==> config.mk <==
export PLATFORM = sky130hd
export DESIGN_NAME = alsu_result_fifo
export DESIGN_NICKNAME = d
export VERILOG_FILES = /design/src/rtl/alsu_result_fifo.sv
export SDC_FILE = /design/constraint.sdc
export NUM_CORES = 1
export LEC_CHECK = 0
export BUFFER_PORTS_ARGS = -buffer_cell sky130_fd_sc_hd__buf_4
export CORE_MARGIN = 2
export CORE_UTILIZATION = 50
export CTS_CLUSTER_DIAMETER = 80
export CTS_CLUSTER_SIZE = 28
export DETAILED_ROUTE_END_ITERATION = 16
export HOLD_SLACK_MARGIN = 0.12
export PLACE_DENSITY = 0.68
export RECOVER_POWER = 50
export SLEW_MARGIN = 30
export SYNTH_ARGS = -nofsm -noshare
export SYNTH_HDL_FRONTEND = slang
export SYNTH_SLANG_ARGS = --single-unit
==> constraint.sdc <==
create_clock -name clk -period 4.3 [get_ports clk]
set_clock_uncertainty 0.1 [all_clocks]
set_input_delay 0.86 -clock clk [delete_from_list [all_inputs] [get_ports clk]]
set_output_delay 0.86 -clock clk [all_outputs]
set_load 0.01 [all_outputs]
==> src/rtl/alsu_result_fifo.sv <==
`default_nettype none
// ============================================================================
// Module      : alsu_result_fifo
// Description : Result FIFO behind the ALSU. Buffers {err, data} results for
//               a slower consumer with a registered one-cycle read, and keeps
//               running statistics (saturating signed sum of good pops,
//               saturating error count, sticky overflow/underflow).
// Revision    : 1.0 - initial release
// ============================================================================
module alsu_result_fifo #(
   parameter int DEPTH  = 8,
   parameter int DATA_W = 6,
   parameter int ACC_W  = 12
) (
   input  logic                       clk,
   input  logic                       rst,
   input  logic                       wr_en,
   input  logic [DATA_W-1:0]          wr_data,
   input  logic                       wr_err,
   input  logic                       rd_en,
   input  logic                       clr_stats,
   output logic                       rd_valid,
   output logic [DATA_W-1:0]          rd_data,
   output logic                       rd_err,
   output logic                       full,
   output logic                       empty,
   output logic [$clog2(DEPTH):0]     count,
   output logic                       overflow,
   output logic                       underflow,
   output logic [7:0]                 err_count,
   output logic [ACC_W-1:0]           acc
);

   localparam int c_AW = $clog2(DEPTH);
   localparam int c_CW = c_AW + 1;
   localparam logic [c_CW-1:0]  c_DEPTH   = c_CW'(DEPTH);
   localparam logic [ACC_W-1:0] c_ACC_MAX = {1'b0, {(ACC_W-1){1'b1}}};
   localparam logic [ACC_W-1:0] c_ACC_MIN = {1'b1, {(ACC_W-1){1'b0}}};

   // Storage: each entry carries the error tag above the data bits.
   logic [DATA_W:0]     mem_q [DEPTH];

   logic [c_AW-1:0]     wr_ptr_q, wr_ptr_d;
   logic [c_AW-1:0]     rd_ptr_q, rd_ptr_d;
   logic [c_CW-1:0]     count_q, count_d;
   logic                full_q, full_d;
   logic                empty_q, empty_d;
   logic                rd_valid_q, rd_valid_d;
   logic [DATA_W-1:0]   rd_data_q, rd_data_d;
   logic                rd_err_q, rd_err_d;
   logic                overflow_q, overflow_d;
   logic                underflow_q, underflow_d;
   logic [7:0]          err_count_q, err_count_d;
   logic [ACC_W-1:0]    acc_q, acc_d;

   logic                do_wr;
   logic                do_rd;
   logic [DATA_W:0]     head;
   logic [ACC_W:0]      sum;

   // Next-state for pointers, occupancy, read port and statistics.
   always_comb begin
      // A full FIFO can still accept a write when a pop frees a slot this cycle.
      do_rd       = rd_en && !empty_q;
      do_wr       = wr_en && (!full_q || rd_en);
      head        = mem_q[rd_ptr_q];

      wr_ptr_d    = do_wr ? wr_ptr_q + c_AW'(1) : wr_ptr_q;
      rd_ptr_d    = do_rd ? rd_ptr_q + c_AW'(1) : rd_ptr_q;
      count_d     = count_q + (do_wr ? c_CW'(1) : c_CW'(0)) - (do_rd ? c_CW'(1) : c_CW'(0));
      full_d      = (count_d == c_DEPTH);
      empty_d     = (count_d == '0);

      rd_valid_d  = do_rd;
      rd_data_d   = do_rd ? head[DATA_W-1:0] : rd_data_q;
      rd_err_d    = do_rd ? head[DATA_W]     : rd_err_q;

      overflow_d  = overflow_q  | (wr_en && full_q && !rd_en);
      underflow_d = underflow_q | (rd_en && empty_q);

      err_count_d = err_count_q;
      if (do_wr && wr_err && (err_count_q != 8'hFF)) begin
         err_count_d = err_count_q + 8'd1;
      end

      // One extra bit of headroom; the top two bits disagree only on overflow.
      sum   = {acc_q[ACC_W-1], acc_q}
            + {{(ACC_W+1-DATA_W){head[DATA_W-1]}}, head[DATA_W-1:0]};
      acc_d = acc_q;
      if (do_rd && !head[DATA_W]) begin
         if (!sum[ACC_W] && sum[ACC_W-1]) begin
            acc_d = c_ACC_MAX;
         end else if (sum[ACC_W] && !sum[ACC_W-1]) begin
            acc_d = c_ACC_MIN;
         end else begin
            acc_d = sum[ACC_W-1:0];
         end
      end

      // A clear discards any statistic update arriving in the same cycle.
      if (clr_stats) begin
         overflow_d  = 1'b0;
         underflow_d = 1'b0;
         err_count_d = '0;
         acc_d       = '0;
      end
   end

   // Register stage for control, read port and statistics.
   always_ff @(posedge clk) begin
      if (rst) begin
         wr_ptr_q    <= '0;
         rd_ptr_q    <= '0;
         count_q     <= '0;
         full_q      <= 1'b0;
         empty_q     <= 1'b1;
         rd_valid_q  <= 1'b0;
         rd_data_q   <= '0;
         rd_err_q    <= 1'b0;
         overflow_q  <= 1'b0;
         underflow_q <= 1'b0;
         err_count_q <= '0;
         acc_q       <= '0;
      end else begin
         wr_ptr_q    <= wr_ptr_d;
         rd_ptr_q    <= rd_ptr_d;
         count_q     <= count_d;
         full_q      <= full_d;
         empty_q     <= empty_d;
         rd_valid_q  <= rd_valid_d;
         rd_data_q   <= rd_data_d;
         rd_err_q    <= rd_err_d;
         overflow_q  <= overflow_d;
         underflow_q <= underflow_d;
         err_count_q <= err_count_d;
         acc_q       <= acc_d;
      end
   end

   // Entry storage is not reset; the pointers define what is valid.
   always_ff @(posedge clk) begin
      if (!rst && do_wr) begin
         mem_q[wr_ptr_q] <= {wr_err, wr_data};
      end
   end

   assign rd_valid  = rd_valid_q;
   assign rd_data   = rd_data_q;
   assign rd_err    = rd_err_q;
   assign full      = full_q;
   assign empty     = empty_q;
   assign count     = count_q;
   assign overflow  = overflow_q;
   assign underflow = underflow_q;
   assign err_count = err_count_q;
   assign acc       = acc_q;

endmodule
`default_nettype wire

==> impl_table.tex, run 1 <==
\begin{tabular}{lr}
\hline
Metric & Value \\
\hline
\multicolumn{2}{l}{\textbf{Placed design}} \\
\quad Sum of net half-perimeters after detailed placement & 6.02 mm \\
\quad Count of port buffers added during placement & 47 \\
\quad Routability congestion estimate from global placement & 0.864 \\
\quad Worst setup slack after placement & 385 ps \\
\multicolumn{2}{l}{\textbf{Worst setup path}} \\
\quad Reg-to-reg critical path endpoint & acc[1] \\
\quad Largest fanout of any net on the critical path & 14 \\
\quad Critical path arrival & 4070 ps \\
\quad Path type of the worst setup path & register to register \\
\quad Slowest cell on crit path & sky130\_fd\_sc\_hd\_\_xnor2\_2 \\
\quad CP cell instances & buf\_4 > mux4\_2 > mux2\_2 > ha\_1 > nand4\_1 > a211o\_1 > nand3\_2 > a31oi\_4 > xnor2\_2 > o21ai\_0 > a221oi\_1 \\
\quad Worst-case reg-to-reg path depth & 11 \\
\quad Startpoint class of the critical path & register \\
\quad Depth of the critical timing path with buffers and inverters included & 11 \\
\quad Setup crit end kind & register \\
\quad Worst-case register-to-register setup slack & 390 ps \\
\quad WP data required & 4450 ps \\
\quad Worst stage delay on the critical path & 640 ps \\
\quad Termination of the worst setup path & acc[1] \\
\quad Total buffers and inverters traversed by the critical path & 1 \\
\quad Dominant delay contributor by cell family on the critical path & compound AO/OA/AOI/OAI gates \\
\multicolumn{2}{l}{\textbf{Clock network}} \\
\quad Post-CTS setup buffer count & 0 \\
\quad Clock latency reported for the late side of the worst-skew pair & 360 ps \\
\quad Post-CTS sizing & 0 \\
\quad Max Buffers Root-to-Sink & 2 \\
\quad CTS root buf & sky130\_fd\_sc\_hd\_\_clkbuf\_8 \\
\quad Count of H-tree levels built during CTS & 3 \\
\quad Clock-pin transition on the worst setup and hold timing paths & 100 ps \\
\quad CTS tree & built \\
\quad Post-cts hold buffer count & 0 \\
\quad Num CTS Buffers & 9 \\
\quad Clock net sink count & 101 \\
\multicolumn{2}{l}{\textbf{Yosys}} \\
\quad Yosys top cell by area & sky130\_fd\_sc\_hd\_\_edfxtp\_1 \\
\quad Post-Synthesis Cells & 356 \\
\quad Synthesized area divided by synthesized cell count & 12.8 µm² \\
\quad Total of flip-flops plus latches after synthesis & 101 \\
\quad Leading cell types by total area after synthesis & sky130\_fd\_sc\_hd\_\_edfxtp\_1 37\%, sky130\_fd\_sc\_hd\_\_dfxtp\_1 20\%, sky130\_fd\_sc\_hd\_\_mux4\_2 6.9\% \\
\quad Sequential-to-total area share from yosys stat & 0.568 \\
\quad Nets in the synthesized netlist & 389 \\
\quad Fraction of synthesis flops using an asynchronous set or reset pin & 0 \\
\quad Yosys warns & 0 \\
\quad Post-synthesis cell type count & 49 \\
\quad Prevailing post-synth register cell & sky130\_fd\_sc\_hd\_\_edfxtp\_1 \\
\quad Area share of the largest cell type after synthesis & 0.370 \\
\quad Netlist area before placement & 4550 µm² \\
\quad Count of flip-flops with a built-in enable after synthesis & between 50 and 60 \\
\multicolumn{2}{l}{\textbf{STA}} \\
\quad Final setup viols & 0 \\
\quad Sum of negative setup slack & 0 ps \\
\quad Slew Limit Fails & 0 \\
\quad Period minus WS final & just under 4000 ps \\
\quad Part of the cycle the worst path needs & 0.910 \\
\quad Relative slew slack & 0.276 \\
\quad Highest Clock Rate & between 200 and 300 MHz \\
\quad Transition at the pin with the smallest max-transition slack & 1090 ps \\
\quad Final hold violation count & 0 \\
\quad RSZ-0062 raised after global routing & false \\
\quad Tightest hold margin & 372 ps \\
\quad Worst Slack Setup Final & 386 ps \\
\multicolumn{2}{l}{\textbf{Hold path}} \\
\quad Classification of the worst-slack hold path & register to register \\
\multicolumn{2}{l}{\textbf{Drt}} \\
\quad First-pass DRT Iterations & 4 \\
\quad Post-DR wirelength/cell & 16.6 µm \\
\quad Remaining design rule violation count & 0 \\
\quad Detail-routed via count per cell & 5.47 \\
\quad Total via count in the routed design & 2861 \\
\quad ANT nets after route & 0 \\
\quad Number of violations reported at the end of detailed-routing iteration 0 & about 120 \\
\quad Total length of routed wires & slightly below 9 mm \\
\multicolumn{2}{l}{\textbf{Floorplan}} \\
\quad I/O pin total & 48 \\
\quad Die W & 99.4 µm \\
\quad Starting utilization of the core area & 0.519 \\
\quad Die outline height & 99.4 µm \\
\quad CORE AREA & 8760 µm² \\
\quad Std-Cell Rows & 34 \\
\quad Die area & 9880 µm² \\
\multicolumn{2}{l}{\textbf{Pwr}} \\
\quad Leakage Power & 1.87 nW \\
\quad Maximum resistive drop on vdd & $\sim$0.00024 V \\
\quad Areal power density over the cells & approximately 510 nW/µm² \\
\multicolumn{2}{l}{\textbf{Global routing}} \\
\quad Antenna violations before repair & 0 \\
\quad Total overflow reported by the global router & 0 \\
\quad Vias in the first global route & 2732 \\
\quad Pin count of the biggest net entering global routing & 27 \\
\quad GRT Util Overall & 0.184 \\
\quad Global-route wire length before repair & 14.0 mm \\
\multicolumn{2}{l}{\textbf{Cells and area}} \\
\quad Layout Nets & 443 \\
\quad Most frequent cells in the layout & 56 x sky130\_fd\_sc\_hd\_\_edfxtp\_1, 45 x sky130\_fd\_sc\_hd\_\_dfxtp\_1, 42 x sky130\_fd\_sc\_hd\_\_nor2\_1, 34 x sky130\_fd\_sc\_hd\_\_clkbuf\_1, 22 x sky130\_fd\_sc\_hd\_\_buf\_4 \\
\quad Commonest non-fill, non-tap cell in the layout & sky130\_fd\_sc\_hd\_\_edfxtp\_1 \\
\quad Antenna Cells & 0 \\
\quad Ratio of cells with drive above 1 in the final layout & 0.178 \\
\quad Layout-stage area growth over the synthesis result & 12.3\% \\
\quad Number of filler instances in the final layout & 739 \\
\quad Util after Layout & 0.583 \\
\multicolumn{2}{l}{\textbf{Run}} \\
\quad Number of max-cap violations & 0 \\
\multicolumn{2}{l}{\textbf{Outcome}} \\
\quad Run status & finished clean \\
\hline
\end{tabular}
==> tightest hold or removal path: stages, from the launching register on <==
cell and delay (ps):
sky130_fd_sc_hd__dfxtp_1 340, sky130_fd_sc_hd__a21oi_1 40, sky130_fd_sc_hd__nor2_1 70
==> cells by family after synthesis <==
kind of cell	share of synthesized area
flip-flops	0.567
AND/OR/NAND/NOR	0.0927
AO/OA/AOI/OAI	0.104
buffers and inverters	0.0272
multiplexers	0.0993
XOR/XNOR	0.0478
adder cells (fa/ha/maj)	0.0610
==> per-stage QoR <==
step / cell area (µm²) / std cells / total power, mW
after global routing: 5110 / 523 / 2.76
after floorplan: 4550 / 356 / 1.84
final: 5110 / 523 / 2.60
after global placement: 5040 / 507 / 2.04
after CTS: 5240 / 523 / 2.65
after detailed placement: 5040 / 507 / 2.06
==> state kept, by name (all words and copies together), names as in the netlist, 3 cells and up, named ones only <==
| register | flops |
|---|---|
| mem_q | 56 |
| acc | 12 |
| err_count | 8 |
| rd_data | 6 |
| count | 4 |
| rd_ptr_q | 3 |
| wr_ptr_q | 3 |
==> final cells by class <==
type	count	area (µm²)	share of cell area
clock inverter	7	73.8	0.0145
multi-input combinational	227	1840	0.361
timing repair buffer	56	293	0.0573
clock buffer	9	124	0.0242
sequential	101	2580	0.506
inverter	15	56.3	0.0110
tap	108	135	0.0265
==> worst min-delay path by stage <==
stage	start	endpoint	slack [ps]	depth (start not counted)
after floorplan	rd_ptr_q[2]	register	380	2
after global placement	underflow	underflow	350	2
after detailed placement	underflow	underflow	360	2
after CTS	underflow	underflow	380	2
after global routing	rd_err	rd_err	430	2
final	underflow	underflow	370	2
==> synth_stat cells (4+ instances only) <==
cell type / n
sky130_fd_sc_hd__o21ai_0: 13
sky130_fd_sc_hd__edfxtp_1: 56
sky130_fd_sc_hd__mux2_2: 5
sky130_fd_sc_hd__nand2_1: 17
sky130_fd_sc_hd__ha_1: 19
sky130_fd_sc_hd__a21o_1: 5
sky130_fd_sc_hd__a31oi_1: 4
sky130_fd_sc_hd__and2_1: 4
sky130_fd_sc_hd__mux2i_1: 8
sky130_fd_sc_hd__dfxtp_1: 45
sky130_fd_sc_hd__nor3_1: 7
sky130_fd_sc_hd__nor2_1: 42
sky130_fd_sc_hd__xor2_1: 11
sky130_fd_sc_hd__clkbuf_1: 8
sky130_fd_sc_hd__a21oi_1: 17
sky130_fd_sc_hd__o21ai_2: 5
sky130_fd_sc_hd__xnor2_1: 12
sky130_fd_sc_hd__inv_1: 15
sky130_fd_sc_hd__mux4_2: 14
sky130_fd_sc_hd__nand3_1: 5
==> layer usage <==
metal | GRT usage | wire length [µm] | vias up
met5 | 0 | 0 | -
met3 | 0.0372 | 310 | 10
li1 | - | - | 1404
met2 | 0.304 | 4170 | 49
met4 | 0.0569 | 141 | 0
met1 | 0.248 | 4050 | 1398
==> power by group <==
group / internal [mW] / leakage [nW] / switching [mW] / total [mW]
combinational: 0.365 / 0.908 / 0.468 / 0.833
clock: 0.270 / 0.0879 / 0.328 / 0.598
sequential: 1.10 / 0.873 / 0.0630 / 1.16
(Power assumes the default switching activity.)
==> run 2, diff against run 1 <==
CORE_ASPECT_RATIO = 0.5   (was unset)
SETUP_SLACK_MARGIN = 0.5   (was unset)
==> impl_table.tex, run 2 (synthesis gave the netlist of run 1 again) <==
\begin{tabular}{lr}
\hline
Metric & Value \\
\hline
\multicolumn{2}{l}{\textbf{Outcome}} \\
\quad Run status & finished clean \\
\multicolumn{2}{l}{\textbf{Clock network}} \\
\quad Clock net sink count & 101 (unchanged) \\
\quad Post-CTS setup buffer count & 0 (unchanged) \\
\quad CTS root buf & sky130\_fd\_sc\_hd\_\_clkbuf\_16 \\
\quad CTS tree & built \\
\quad Post-cts hold buffer count & 0 (unchanged) \\
\quad Max Buffers Root-to-Sink & 2 (unchanged) \\
\quad Num CTS Buffers & 9 (unchanged) \\
\quad Count of H-tree levels built during CTS & 3 (unchanged) \\
\quad Clock latency reported for the late side of the worst-skew pair & 350 ps (about the same) \\
\quad Clock-pin transition on the worst setup and hold timing paths & 70 ps (-30 ps) \\
\quad Post-CTS sizing & 0 (unchanged) \\
\multicolumn{2}{l}{\textbf{Hold path}} \\
\quad Count of cells along the worst hold path & 2 (unchanged) \\
\quad Classification of the worst-slack hold path & register to register \\
\quad Worst Hold Launch & underflow \\
\quad Endpoint with the worst hold slack & underflow \\
\multicolumn{2}{l}{\textbf{STA}} \\
\quad Part of the cycle the worst path needs & 0.821 (-0.0895) \\
\quad Highest Clock Rate & 283 MHz (+11\%) \\
\quad Relative slew slack & 0.245 (-0.0314) \\
\quad Slew Limit Fails & 0 (unchanged) \\
\quad Final hold violation count & 0 (unchanged) \\
\quad Transition at the pin with the smallest max-transition slack & 1130 ps (+47.1 ps) \\
\quad Sum of negative setup slack & 0 ps (unchanged) \\
\quad Final setup viols & 0 (unchanged) \\
\quad Period minus WS final & 3530 ps (-385 ps) \\
\quad RSZ-0062 raised after global routing & false \\
\multicolumn{2}{l}{\textbf{Global routing}} \\
\quad Pin count of the biggest net entering global routing & 27 (unchanged) \\
\quad Total overflow reported by the global router & 0 (unchanged) \\
\quad Antenna violations before repair & 0 (unchanged) \\
\quad Global-route wire length before repair & 14.9 mm (+6.3\%) \\
\quad GRT Util Overall & 0.199 (+0.0152) \\
\quad Vias in the first global route & 2945 (+7.8\%) \\
\multicolumn{2}{l}{\textbf{Placed design}} \\
\quad Placed cells & 515 (+1.6\%) \\
\quad Sum of net half-perimeters after detailed placement & 6.44 mm (+6.9\%) \\
\quad Count of port buffers added during placement & 47 (unchanged) \\
\quad Routability congestion estimate from global placement & 0.864 (about the same) \\
\multicolumn{2}{l}{\textbf{Worst setup path}} \\
\quad Worst-case register-to-register setup slack & 770 ps (+380 ps) \\
\quad WP data required & 4420 ps (-30 ps) \\
\quad Critical path arrival & 3650 ps (-420 ps) \\
\quad Worst-case reg-to-reg path depth & 13 (+2) \\
\quad Startpoint class of the critical path & register \\
\quad Reg-to-reg critical path endpoint & acc[4] \\
\quad Path type of the worst setup path & register to register \\
\quad Largest fanout of any net on the critical path & 14 (unchanged) \\
\quad Setup crit end kind & register \\
\multicolumn{2}{l}{\textbf{Floorplan}} \\
\quad Die area & 9930 µm² (+0.47\%) \\
\quad I/O pin total & 48 (unchanged) \\
\quad Starting utilization of the core area & 0.519 (about the same) \\
\quad Die W & 139 µm (+40\%) \\
\quad Std-Cell Rows & 24 (-29\%) \\
\quad CORE AREA & 8770 µm² (about the same) \\
\quad Die outline height & 71.5 µm (-28\%) \\
\multicolumn{2}{l}{\textbf{Drt}} \\
\quad Total via count in the routed design & 2909 (+1.7\%) \\
\quad Post-DR wirelength/cell & 17.5 µm (+5.4\%) \\
\quad Total length of routed wires & 9.27 mm (+7.0\%) \\
\quad Remaining design rule violation count & 0 (unchanged) \\
\quad Number of violations reported at the end of detailed-routing iteration 0 & 204 (+65\%) \\
\quad ANT nets after route & 0 (unchanged) \\
\quad First-pass DRT Iterations & 4 (unchanged) \\
\quad Detail-routed via count per cell & 5.48 (+0.15\%) \\
\multicolumn{2}{l}{\textbf{Cells and area}} \\
\quad Storage cell area & 2580 µm² (about the same) \\
\quad Layout Nets & 442 (-0.23\%) \\
\quad Layout-stage area growth over the synthesis result & 15.9\% \\
\quad Finished Layout Cells & 531 (+1.5\%) \\
\quad Antenna Cells & 0 (unchanged) \\
\quad Commonest non-fill, non-tap cell in the layout & sky130\_fd\_sc\_hd\_\_edfxtp\_1 \\
\quad Number of filler instances in the final layout & 725 (-1.9\%) \\
\quad Most flops, register & mem\_q \\
\quad Ratio of cells with drive above 1 in the final layout & 0.186 (+0.00768) \\
\quad Most frequent cells in the layout & 56 x sky130\_fd\_sc\_hd\_\_edfxtp\_1, 44 x sky130\_fd\_sc\_hd\_\_dfxtp\_1, 42 x sky130\_fd\_sc\_hd\_\_nor2\_1, 32 x sky130\_fd\_sc\_hd\_\_clkbuf\_1, 23 x sky130\_fd\_sc\_hd\_\_buf\_4 \\
\quad Number of flip-flops under the largest register name & 56 (unchanged) \\
\quad Footprint of the multi-input gates & 1860 µm² (+0.95\%) \\
\multicolumn{2}{l}{\textbf{Pwr}} \\
\quad Overall Power & 2.93 mW (+13\%) \\
\quad Areal power density over the cells & 555 nW/µm² (+9.3\%) \\
\quad Maximum resistive drop on vdd & 0.000236 V (-0.42\%) \\
\quad Leakage Power & 1.95 nW (+4.2\%) \\
\multicolumn{2}{l}{\textbf{Run}} \\
\quad Number of max-cap violations & 0 (unchanged) \\
\hline
\end{tabular}
[run 2: cell types whose count changed in the layout (fill, tap and decap cells not counted), moves of 2 or more]
cell | previous run | this run
sky130_fd_sc_hd__clkinvlp_4 | 4 | 0
sky130_fd_sc_hd__clkbuf_8 | 9 | 0
sky130_fd_sc_hd__clkbuf_16 | 0 | 9
sky130_fd_sc_hd__inv_8 | 0 | 2
sky130_fd_sc_hd__inv_6 | 1 | 3
sky130_fd_sc_hd__clkbuf_1 | 34 | 32
[run 2: routing by layer]
| layer | wire length [µm] | part of all wire | GRT usage | up-vias |
|---|---|---|---|---|
| met4 | 100 | 0.011 | 0.0516 | 0 |
| met1 | 4360 | 0.47 | 0.258 | 1442 |
| met5 | 0 | 0 | 0 | - |
| met3 | 405 | 0.044 | 0.0715 | 8 |
| met2 | 4400 | 0.47 | 0.327 | 54 |
| li1 | - | - | - | 1405 |
[run 2: through the flow]
step	hold slack [ps]	area, µm²	util	worst slack [ps]
4_1_cts	399	5390	0.615	669
5_1_grt	421	5280	0.602	502
6_report	392	5280	0.602	770
3_5_place_dp	375	5060	0.577	687
2_1_floorplan	385	4550	-	815
3_3_place_gp	352	5050	0.576	779
[run 2: worst max-delay path: stages, from the launching register on]
cell,delay [ps]
sky130_fd_sc_hd__dfxtp_1,330
sky130_fd_sc_hd__buf_4,180
sky130_fd_sc_hd__mux4_2,500
sky130_fd_sc_hd__mux2_1,370
sky130_fd_sc_hd__ha_1,220
sky130_fd_sc_hd__inv_1,70
sky130_fd_sc_hd__fa_1,200
sky130_fd_sc_hd__nor2b_1,70
sky130_fd_sc_hd__o21bai_1,230
sky130_fd_sc_hd__a21boi_2,110
sky130_fd_sc_hd__o31a_4,310
sky130_fd_sc_hd__a31o_4,320
sky130_fd_sc_hd__a21oi_4,260
sky130_fd_sc_hd__a21oi_1,110
[run 2: final cells by class]
cell class,count,area share
clock inverter,7,0.0206
clock buffer,9,0.0427
inverter,15,0.0107
timing repair buffer,55,0.0555
multi-input combinational,227,0.353
tap,117,0.0278
sequential,101,0.490
[run 2: worst max path at each step]
stage	startpoint	to	slack (ps)	cells past startpoint
after global routing	register	acc[1]	500	12
after CTS	register	acc[4]	670	12
after global placement	register	acc[4]	780	10
after detailed placement	register	acc[4]	690	12
after floorplan	register	acc[2]	810	13
final	register	acc[4]	770	13
[run 2: power by group]
group | internal (mW) | switching [mW]
Sequential | 1.10 | 0.0671
Clock | 0.524 | 0.375
Combinational | 0.379 | 0.480
Total | 2.01 | 0.922
==> run 3, diff against run 2 <==
PLACE_DENSITY = 0.7   (was 0.68)
clock period = 2.9 ns   (was 4.3 ns; I/O delays follow)
==> impl_table.tex, run 3 (synthesis gave the netlist of run 1 again) <==
\begin{tabular}{lr}
\hline
Metric & Value \\
\hline
\multicolumn{2}{l}{\textbf{Drt}} \\
\quad Detail-routed via count per cell & 5.47 (about the same) \\
\quad Number of violations reported at the end of detailed-routing iteration 0 & 276 (+35\%) \\
\quad Remaining design rule violation count & 0 (unchanged) \\
\quad Total via count in the routed design & 3175 (+9.1\%) \\
\quad Post-DR wirelength/cell & 18.0 µm (+2.9\%) \\
\quad Total length of routed wires & 10.4 mm (+12\%) \\
\quad First-pass DRT Iterations & 4 (unchanged) \\
\quad ANT nets after route & 0 (unchanged) \\
\multicolumn{2}{l}{\textbf{Pwr}} \\
\quad Areal power density over the cells & 792 nW/µm² (+43\%) \\
\quad Maximum resistive drop on vdd & 0.000377 V (+59\%) \\
\quad Leakage Power & 2.25 nW (+16\%) \\
\multicolumn{2}{l}{\textbf{STA}} \\
\quad Highest Clock Rate & 292 MHz (+3.1\%) \\
\quad Period minus WS final & 3420 ps (-105 ps) \\
\quad Sum of negative setup slack & -5630 ps (-5630 ps) \\
\quad Tightest hold margin & 389 ps (-3.08 ps) \\
\quad Slew Limit Fails & 0 (unchanged) \\
\quad Worst Slack Setup Final & -524 ps (-1290 ps) \\
\quad RSZ-0062 raised after global routing & true \\
\quad Transition at the pin with the smallest max-transition slack & 1050 ps (-86.8 ps) \\
\quad Final setup viols & 12 (+12) \\
\quad Relative slew slack & 0.303 (+0.0579) \\
\quad Final hold violation count & 0 (unchanged) \\
\quad Part of the cycle the worst path needs & 1.18 (+0.360) \\
\multicolumn{2}{l}{\textbf{Worst setup path}} \\
\quad Total buffers and inverters traversed by the critical path & 2 (unchanged) \\
\quad Setup crit end kind & register \\
\quad Critical path arrival & 3540 ps (-110 ps) \\
\quad CP cell instances & buf\_12 > buf\_8 > mux4\_2 > mux2\_4 > ha\_4 > a21o\_4 > a21oi\_4 > a21boi\_2 > o31a\_4 > a31o\_4 > a21oi\_4 > a21oi\_2 \\
\quad Path type of the worst setup path & register to register \\
\quad Startpoint class of the critical path & register \\
\quad Dominant delay contributor by cell family on the critical path & compound AO/OA/AOI/OAI gates \\
\quad Slowest cell on crit path & sky130\_fd\_sc\_hd\_\_mux4\_2 \\
\quad CP dominant cell by count & sky130\_fd\_sc\_hd\_\_a21oi\_4 \\
\quad Worst-case reg-to-reg path depth & 12 (-1) \\
\quad Largest fanout of any net on the critical path & 8 (-6) \\
\quad Worst stage delay on the critical path & 500 ps (about the same) \\
\quad Depth of the critical timing path with buffers and inverters included & 12 (-1) \\
\quad WP data required & 3020 ps (-1400 ps) \\
\multicolumn{2}{l}{\textbf{Floorplan}} \\
\quad Die area & 9930 µm² (unchanged) \\
\quad Std-Cell Rows & 24 (unchanged) \\
\quad I/O pin total & 48 (unchanged) \\
\quad Die W & 139 µm (unchanged) \\
\quad Starting utilization of the core area & 0.519 (unchanged) \\
\quad Die outline height & 71.5 µm (unchanged) \\
\quad CORE AREA & 8770 µm² (unchanged) \\
\multicolumn{2}{l}{\textbf{Cells and area}} \\
\quad Layout Nets & 491 (+11\%) \\
\quad Ratio of cells with drive above 1 in the final layout & 0.352 (+0.166) \\
\quad Storage cell area & 2590 µm² (about the same) \\
\quad Final design instance area without fill & 5870 µm² (+11\%) \\
\quad Util after Layout & 0.669 (+0.0675) \\
\quad Most flops, register & mem\_q \\
\quad Layout-stage area growth over the synthesis result & 28.9\% \\
\quad Antenna Cells & 0 (unchanged) \\
\quad Number of flip-flops under the largest register name & 56 (unchanged) \\
\quad Footprint of the multi-input gates & 2030 µm² (+8.9\%) \\
\quad Number of filler instances in the final layout & 662 (-8.7\%) \\
\quad Most frequent cells in the layout & 81 x sky130\_fd\_sc\_hd\_\_buf\_4, 56 x sky130\_fd\_sc\_hd\_\_edfxtp\_1, 44 x sky130\_fd\_sc\_hd\_\_dfxtp\_1, 42 x sky130\_fd\_sc\_hd\_\_nor2\_1, 17 x sky130\_fd\_sc\_hd\_\_nand2\_1 \\
\quad Commonest non-fill, non-tap cell in the layout & sky130\_fd\_sc\_hd\_\_buf\_4 \\
\multicolumn{2}{l}{\textbf{Clock network}} \\
\quad Num CTS Buffers & 9 (unchanged) \\
\quad Count of H-tree levels built during CTS & 3 (unchanged) \\
\quad Clock net sink count & 101 (unchanged) \\
\quad CTS tree & built \\
\quad CTS root buf & sky130\_fd\_sc\_hd\_\_clkbuf\_16 \\
\quad Clock latency reported for the late side of the worst-skew pair & 340 ps (about the same) \\
\quad Clock-pin transition on the worst setup and hold timing paths & 70 ps (about the same) \\
\quad Max Buffers Root-to-Sink & 2 (unchanged) \\
\quad Post-cts hold buffer count & 0 (unchanged) \\
\multicolumn{2}{l}{\textbf{Placed design}} \\
\quad Count of port buffers added during placement & 47 (unchanged) \\
\quad Worst setup slack after placement & -498 ps (-1190 ps) \\
\quad Sum of net half-perimeters after detailed placement & 7.24 mm (+12\%) \\
\quad Routability congestion estimate from global placement & 0.894 (+3.4\%) \\
\quad Placed cell area & 5420 µm² (+7.2\%) \\
\multicolumn{2}{l}{\textbf{Global routing}} \\
\quad Antenna violations before repair & 0 (unchanged) \\
\quad Global-route wire length before repair & 16.6 mm (+11\%) \\
\quad Vias in the first global route & 3242 (+10\%) \\
\quad Pin count of the biggest net entering global routing & 27 (unchanged) \\
\quad GRT Util Overall & 0.218 (+0.0187) \\
\quad Total overflow reported by the global router & 0 (unchanged) \\
\multicolumn{2}{l}{\textbf{Outcome}} \\
\quad Run status & finished with violations \\
\quad Failing checks & negative setup slack \\
\multicolumn{2}{l}{\textbf{Run}} \\
\quad Number of max-cap violations & 0 (unchanged) \\
\multicolumn{2}{l}{\textbf{Hold path}} \\
\quad Classification of the worst-slack hold path & register to register \\
\quad Count of cells along the worst hold path & 2 (unchanged) \\
\hline
\end{tabular}
==> run 3: cell types whose count changed in the layout (fill, tap and decap cells not counted), sizes merged <==
cell    change
inv         -1
a31o        +1
bufinv      -2
buf        +64
clkbuf     -16
clkinv      +3
==> run 3: cell type report <==
cell class | instances | area share
repair buffers | 103 | 0.131
inverters | 15 | 0.0100
flip-flops and latches | 101 | 0.441
well taps | 117 | 0.0250
clock inverters | 7 | 0.00960
multi-input cells | 228 | 0.346
clock buffers | 9 | 0.0384
==> run 3: final timing paths <==
| path | startpoint | end | slack (ps) |
|---|---|---|---|
| worst max-delay path | register | acc[9] | -520 |
| worst min-delay path | underflow | underflow | 390 |
| worst max register to register | register | acc[9] | -520 |
| worst min register to register | underflow | underflow | 390 |
==> run 3: layer usage <==
layer  track usage  part of all wire  vias up
met2         0.383              0.50       93
li1              -                 -     1509
met4        0.0730             0.017        0
met5             0                 0        -
met3        0.0648             0.061       18
met1         0.263              0.42     1555
==> run 3: where the power goes <==
part	total [mW]	leakage, nW	switching [mW]	internal (mW)
sequential	1.73	0.873	0.0919	1.64
clock	1.13	0.139	0.532	0.596
combinational	1.79	1.24	0.875	0.914
total	4.65	2.25	1.50	3.15
==> run 3: through the flow <==
stage | power (mW) | std cells
after global routing | 4.89 | 580
after global placement | 3.28 | 549
final | 4.65 | 580
after detailed placement | 3.36 | 549
after floorplan | 2.83 | 356
after CTS | 4.60 | 575
==> run 3: tightest hold or removal path, cell delays in order, from the launching register on <==
cell                      delay [ps]
sky130_fd_sc_hd__dfxtp_1         340
sky130_fd_sc_hd__a21oi_1          50
sky130_fd_sc_hd__nor2_1           70
==> run 3: repair_timing <==
item,in CTS,in global routing
setup buffers,9,5
cloned,1,0
endpoints found under the hold margin,0,0
endpoints found under the setup margin,14,14
pin swaps,21,8
gates resized for setup,13,10
